**src/rtl/bcd2bin_pkg.sv**
```systemverilog
// Shared definitions for the sequential BCD-to-binary converter.
//   BCD_DIGIT_W   : bits per BCD digit
//   BCD_MAX_DIGIT : largest legal value of one BCD digit
//   state_t       : converter FSM states
//   min_bin_width : smallest binary width able to hold 10^digits - 1
package bcd2bin_pkg;

    localparam int unsigned BCD_DIGIT_W   = 4;
    localparam int unsigned BCD_MAX_DIGIT = 9;

    typedef enum logic [1:0] {
        IDLE = 2'd0,
        CONV = 2'd1,
        DONE = 2'd2
    } state_t;

    // Smallest w with 2^w > 10^digits - 1, i.e. 2^w >= 10^digits.
    function automatic int unsigned min_bin_width(input int unsigned digits);
        longint unsigned limit;
        int unsigned     w;
        limit = 64'd1;
        for (int unsigned i = 0; i < digits; i++) begin
            limit = limit * 64'd10;
        end
        w = 0;
        while ((64'd1 << w) < limit) begin
            w++;
        end
        return w;
    endfunction

endpackage

```
**src/rtl/bcd2bin_seq_if.sv**
```systemverilog
// Handshake bundle for bcd2bin_seq.
//   in_valid/in_ready/in_bcd      : input side, packed BCD, digit 0 in [3:0]
//   out_valid/out_ready/out_bin   : result side, binary value
//   out_err                       : input contained a nibble > 9
// slave modport is the converter, master modport is the producer/consumer.
interface bcd2bin_seq_if #(
    parameter int unsigned DIGITS = 3,
    parameter int unsigned BIN_W  = 10
);
    logic                  in_valid;
    logic                  in_ready;
    logic [4*DIGITS-1:0]   in_bcd;
    logic                  out_valid;
    logic                  out_ready;
    logic [BIN_W-1:0]      out_bin;
    logic                  out_err;

    modport slave (
        input  in_valid, in_bcd, out_ready,
        output in_ready, out_valid, out_bin, out_err
    );

    modport master (
        output in_valid, in_bcd, out_ready,
        input  in_ready, out_valid, out_bin, out_err
    );
endinterface

```
**src/rtl/bcd_nibble_adjust.sv**
```systemverilog
// Reverse double-dabble correction for one BCD digit.
//   nibble   : digit after the right shift
//   adjusted : nibble - 3 when nibble >= 8, else nibble unchanged
module bcd_nibble_adjust
    import bcd2bin_pkg::*;
(
    input  logic [BCD_DIGIT_W-1:0] nibble,
    output logic [BCD_DIGIT_W-1:0] adjusted
);

    // A weight-8 bit shifted in from the digit above is really worth 5,
    // so remove the excess 3. Cannot underflow since nibble >= 8.
    always_comb begin
        adjusted = (nibble >= BCD_DIGIT_W'(8)) ? nibble - BCD_DIGIT_W'(3) : nibble;
    end

endmodule

```
**src/rtl/bcd2bin_seq.sv**
```systemverilog
// Sequential BCD-to-binary converter (reverse double dabble), one
// shift/adjust iteration per clock, BIN_W iterations per conversion.
//   clk     : rising-edge clock
//   reset_n : asynchronous active-low reset
//   bus     : bcd2bin_seq_if slave (input and result handshakes)
module bcd2bin_seq
    import bcd2bin_pkg::*;
#(
    parameter int unsigned DIGITS = 3,
    parameter int unsigned BIN_W  = 10
) (
    input  logic                clk,
    input  logic                reset_n,
    bcd2bin_seq_if.slave        bus
);

    localparam int unsigned BCD_W = BCD_DIGIT_W * DIGITS;
    localparam int unsigned SR_W  = BCD_W + BIN_W;
    localparam int unsigned CNT_W = $clog2(BIN_W + 1);

    if (BIN_W < min_bin_width(DIGITS)) begin : g_width_check
        $error("bcd2bin_seq: BIN_W too small for DIGITS");
    end

    state_t             state, state_next;
    logic [SR_W-1:0]    sr, sr_shift, sr_next;
    logic [BCD_W-1:0]   bcd_adj;
    logic [CNT_W-1:0]   cnt;
    logic               err_flag;
    logic               in_err;
    logic               accept;
    logic               last_iter;
    logic [BIN_W-1:0]   bin_q;
    logic               err_q;

    // One iteration: shift {bcd, bin} right, then correct every bcd digit.
    always_comb begin
        sr_shift = sr >> 1;
    end

    for (genvar g = 0; g < DIGITS; g++) begin : g_adj
        bcd_nibble_adjust u_adj (
            .nibble   (sr_shift[BIN_W + g*BCD_DIGIT_W +: BCD_DIGIT_W]),
            .adjusted (bcd_adj[g*BCD_DIGIT_W +: BCD_DIGIT_W])
        );
    end

    always_comb begin
        sr_next = {bcd_adj, sr_shift[BIN_W-1:0]};
    end

    always_comb begin
        in_err = 1'b0;
        for (int unsigned i = 0; i < DIGITS; i++) begin
            if (bus.in_bcd[i*BCD_DIGIT_W +: BCD_DIGIT_W] > BCD_DIGIT_W'(BCD_MAX_DIGIT)) begin
                in_err = 1'b1;
            end
        end
    end

    always_ff @(posedge clk or negedge reset_n) begin
        if (!reset_n) begin
            state <= IDLE;
        end else begin
            state <= state_next;
        end
    end

    always_comb begin
        state_next    = state;
        bus.in_ready  = 1'b0;
        bus.out_valid = 1'b0;
        accept        = 1'b0;
        last_iter     = 1'b0;
        case (state)
            IDLE: begin
                bus.in_ready = 1'b1;
                accept       = bus.in_valid;
                if (bus.in_valid) begin
                    state_next = CONV;
                end
            end
            CONV: begin
                last_iter = (cnt == CNT_W'(BIN_W - 1));
                if (last_iter) begin
                    state_next = DONE;
                end
            end
            DONE: begin
                bus.out_valid = 1'b1;
                if (bus.out_ready) begin
                    state_next = IDLE;
                end
            end
            default: state_next = IDLE;
        endcase
    end

    always_ff @(posedge clk or negedge reset_n) begin
        if (!reset_n) begin
            sr       <= '0;
            cnt      <= '0;
            err_flag <= 1'b0;
            bin_q    <= '0;
            err_q    <= 1'b0;
        end else begin
            if (accept) begin
                sr       <= {bus.in_bcd, {BIN_W{1'b0}}};
                cnt      <= '0;
                err_flag <= in_err;
            end else if (state == CONV) begin
                sr  <= sr_next;
                cnt <= cnt + 1'b1;
                if (last_iter) begin
                    bin_q <= err_flag ? '0 : sr_next[BIN_W-1:0];
                    err_q <= err_flag;
                end
            end
        end
    end

    assign bus.out_bin = bin_q;
    assign bus.out_err = err_q;

endmodule
```
**src/flat_wrapper.sv**
```systemverilog
// flat-port wrapper written by rule: the top's interface ports become plain ports
module bcd2bin_seq_flat import bcd2bin_pkg::*;
#(
    parameter int unsigned DIGITS = 3,
    parameter int unsigned BIN_W  = 10
)
  (clk, reset_n, bus_in_valid, bus_in_bcd, bus_out_ready, bus_in_ready, bus_out_valid, bus_out_bin, bus_out_err);
  bcd2bin_seq_if #(.DIGITS(DIGITS), .BIN_W(BIN_W)) bus_i ();
  input  logic clk;
  input  logic reset_n;
  input wire logic [$bits(bus_i.in_valid)-1:0] bus_in_valid;
  input wire logic [$bits(bus_i.in_bcd)-1:0] bus_in_bcd;
  input wire logic [$bits(bus_i.out_ready)-1:0] bus_out_ready;
  output wire logic [$bits(bus_i.in_ready)-1:0] bus_in_ready;
  output wire logic [$bits(bus_i.out_valid)-1:0] bus_out_valid;
  output wire logic [$bits(bus_i.out_bin)-1:0] bus_out_bin;
  output wire logic [$bits(bus_i.out_err)-1:0] bus_out_err;
  assign bus_i.in_valid = bus_in_valid;
  assign bus_i.in_bcd = bus_in_bcd;
  assign bus_i.out_ready = bus_out_ready;
  assign bus_in_ready = bus_i.in_ready;
  assign bus_out_valid = bus_i.out_valid;
  assign bus_out_bin = bus_i.out_bin;
  assign bus_out_err = bus_i.out_err;
  bcd2bin_seq #(.DIGITS(DIGITS), .BIN_W(BIN_W)) u_core (.clk(clk), .reset_n(reset_n), .bus(bus_i));
endmodule
```
**config.mk**
```make
export PLATFORM = sky130hd
export DESIGN_NAME = bcd2bin_seq_flat
export DESIGN_NICKNAME = d
export VERILOG_FILES = /design/src/rtl/bcd2bin_pkg.sv /design/src/rtl/bcd2bin_seq_if.sv /design/src/rtl/bcd_nibble_adjust.sv /design/src/rtl/bcd2bin_seq.sv /design/src/flat_wrapper.sv
export SDC_FILE = /design/constraint.sdc
export NUM_CORES = 1
export LEC_CHECK = 0
export CORE_ASPECT_RATIO = 0.6
export CORE_UTILIZATION = 25
export DETAILED_ROUTE_END_ITERATION = 12
export GPL_ROUTABILITY_DRIVEN = 1
export PLACE_DENSITY_LB_ADDON = 0.05
export SLEW_MARGIN = 0
export SYNTH_ARGS = -nofsm -noshare
export SYNTH_HDL_FRONTEND = slang
export SYNTH_SLANG_ARGS = --single-unit
```
**constraint.sdc**
```tcl
create_clock -name clk -period 3.3 [get_ports clk]
set_input_delay 0.99 -clock clk [delete_from_list [all_inputs] [get_ports clk]]
set_output_delay 0.99 -clock clk [all_outputs]
set_load 0.01 [all_outputs]
```
==> out/qor.csv <==
metric;value;unit
post-synth cell types;36;
Flop pwr share;39.2;%
worst-path fanout max;10;
share of the synthesized area in the top cell type;50.3;%
status;complete, no violations;
Synth Flop Type;dfrtp_1;
Lkg Pwr;1.09;nW
area leader, netlist;dfrtp_1;
buffer depth of the longest clock path;2;
Setup TNS;0;ns
syn_nets;206;
Row Count;24;
Inserted Diodes;0;
top post-synthesis cells by area;dfrtp_1, mux2_4, nand2_1;
# clock sinks;39;
final net count;230;
Final setup violation count;0;
Hold Buf Count CTS;0;
Max VDD drop;276;uV
synth warn;0;
critical path's slowest cell;clkdlybuf4s50_1;
post-synthesis cell count;184;
routability-driven placement congestion ratio;0.771;
CP Capture Type;primary output;
Crit Path Category;reg -> out;
initial antenna violation count;0;
die width;116;um
crit path launch type;register;
Syn-to-layout area delta;26.7;%
worst hold-check path type;reg -> reg;
clock root buffer;clkbuf_16;
CP peak stage delay;0.57;ns
R2R Setup Slk;1.28;ns
cells along the critical path;inv_1 > nor2_1 > clkdlybuf4s50_1;
Syn Std Cell Area;1940;um^2
sequential area share after synthesis;50.3;%
NetSw;0.803;mW
Slew @ Worst Pin;0.920;ns
combinational share of power;36.4;%
core area;7390;um^2
Post CTS Setup Buffer Count;0;
clock-pin slew on the worst setup and hold paths;0.05;ns
most numerous cell in the Yosys netlist;dfrtp_1;
power per cell area;940;nW/um^2
Post-DP HPWL;3130;um
vias in the first global route;1397;
post-route ant nets;0;
Layout Utilization;33.3;%
H-tree depth;2;
insertion delay to the later sink of the worst-skew pair;0.28;ns
IO Pins;29;
Initial DRT Pass Iterations;4;
Port Buffers;28;
cell internal pwr;1.51;mW
DR vias;1406;
Die ar.;8130;um^2
WHS;0.473;ns
TritonCTS clock tree;built;
share of cells above drive strength 1;11.5;%
Net Sw Frac;34.7;%
Total Routing Usage GR;12.2;%
largest net degree at the start of global routing;40;
Tmin final;2.71;ns
RSZ-0062 raised after global routing;false;
Initial Util;26.3;%
clock power share;24.4;%
ys async rst share;100;%
drt total wl;4510;um
grt total ovfl;0;
Worst Clk Skew;0.00712;ns
first-pass GRT wire length;7430;um
Starting DRT DRC Count;98;
Avg Inst Size Synth;10.5;um^2
Worst Path Required;2.31;ns
commonest cells in the netlist;dfrtp_1, nand2_1, nor2b_1;
max frequency;370;MHz
flops & latches, synth;39;
wire per inst;14.4;um
WP buf/inv;2;
Setup WS pre-CTS;0.527;ns
Tcrit/Tclk final;82.0;%
number of flops mapped to enable cells by yosys;0;
Max-cap violations;0;
vias per cell;4.49;
Max Slew Vio Count;0;
CP arrival;1.72;ns
DR DRC count;0;
CP top delay family;buffers and inverters;
CTS Buf Count;5;
DIE HEIGHT;70.2;um
Final Hold Fails;0;
Slew HR;38.7;%
post_cts resized;0;
worst setup margin;0.594;ns
## per-layer routing
layer / share of wire (%) / global-route usage, % / up-vias
li1: - / - / 681
met1: 53 / 18.8 / 689
met2: 41 / 15.7 / 34
met3: 5.8 / 4.08 / 2
met4: 0.62 / 3.42 / 0
met5: 0 / 0 / -
## flip-flops by register name (all words and copies together) (netlist names)
register and cells:
u_core.sr 21, u_core.bus.out_bin 10, u_core.cnt 4, u_core.state 2
u_core.bus.out_err 1, u_core.err_flag 1
## kinds of logic after synthesis
logic type      after synthesis  share of synthesized area, %
xor+xnor                      4                          1.81
mux                          14                          9.74
fa+ha+maj                     6                          3.87
simple gates                 66                          18.0
compound gates               34                          11.0
flops                        39                          50.3
buf+inv                      21                          5.29
## power by group through the flow
stage          Sequential (mW)  Combinational [mW]  Clock (mW)
2_1_floorplan            0.855               0.612           0
4_1_cts                  0.907               0.851       0.578
3_5_place_dp             0.914               0.847           0
3_3_place_gp             0.911               0.840           0
6_report                 0.907               0.842       0.564
5_1_grt                  0.943               0.936       0.598
## path summary, 6_finish.rpt
kind | from | end | depth (start not counted)
hold / removal | u_core.cnt[3] | u_core.cnt[3] | 1
setup / recovery | u_core.state[1] | bus_out_valid | 3
min in group asynchronous | reset_n | u_core.sr[12] | 1
setup reg to reg | u_core.state[1] | u_core.bus.out_bin[0] | 3
hold reg to reg | u_core.cnt[3] | u_core.cnt[3] | 1
max in group asynchronous | reset_n | u_core.bus.out_bin[6] | 1
## stage by stage
stage          std cells  power [mW]  cell area, um^2
2_1_floorplan        184        1.47             1940
3_3_place_gp         305        1.75             2280
3_5_place_dp         305        1.76             2280
4_1_cts              313        2.34             2460
5_1_grt              313        2.48             2460
6_report             313        2.31             2460
## cell type report
class | count | area (um^2)
timing repair buffer | 29 | 283
multi-input combinational | 124 | 862
clock inverter | 2 | 35.0
sequential | 39 | 976
clock buffer | 6 | 139
tap | 104 | 130
fill | 769 | 4930
inverter | 9 | 33.8
## placed cells by master (no fill, tap or decap), drive strengths merged, types with 3 or more instances in the layout
| master | netlist | routed |
|---|---|---|
| nor2b | 14 | 14 |
| o22ai | 10 | 10 |
| a21oi | 6 | 6 |
| nor2 | 3 | 3 |
| clkbuf | 5 | 6 |
| nand4 | 3 | 3 |
| inv | 9 | 9 |
| o21ai | 9 | 9 |
| nand3 | 13 | 13 |
| xnor2 | 3 | 3 |
| ha | 6 | 6 |
| nand2 | 25 | 25 |
| mux2 | 12 | 12 |
| clkdlybuf4s50 | 0 | 27 |
| dfrtp | 39 | 39 |
Power figures use the tool's default switching activity.
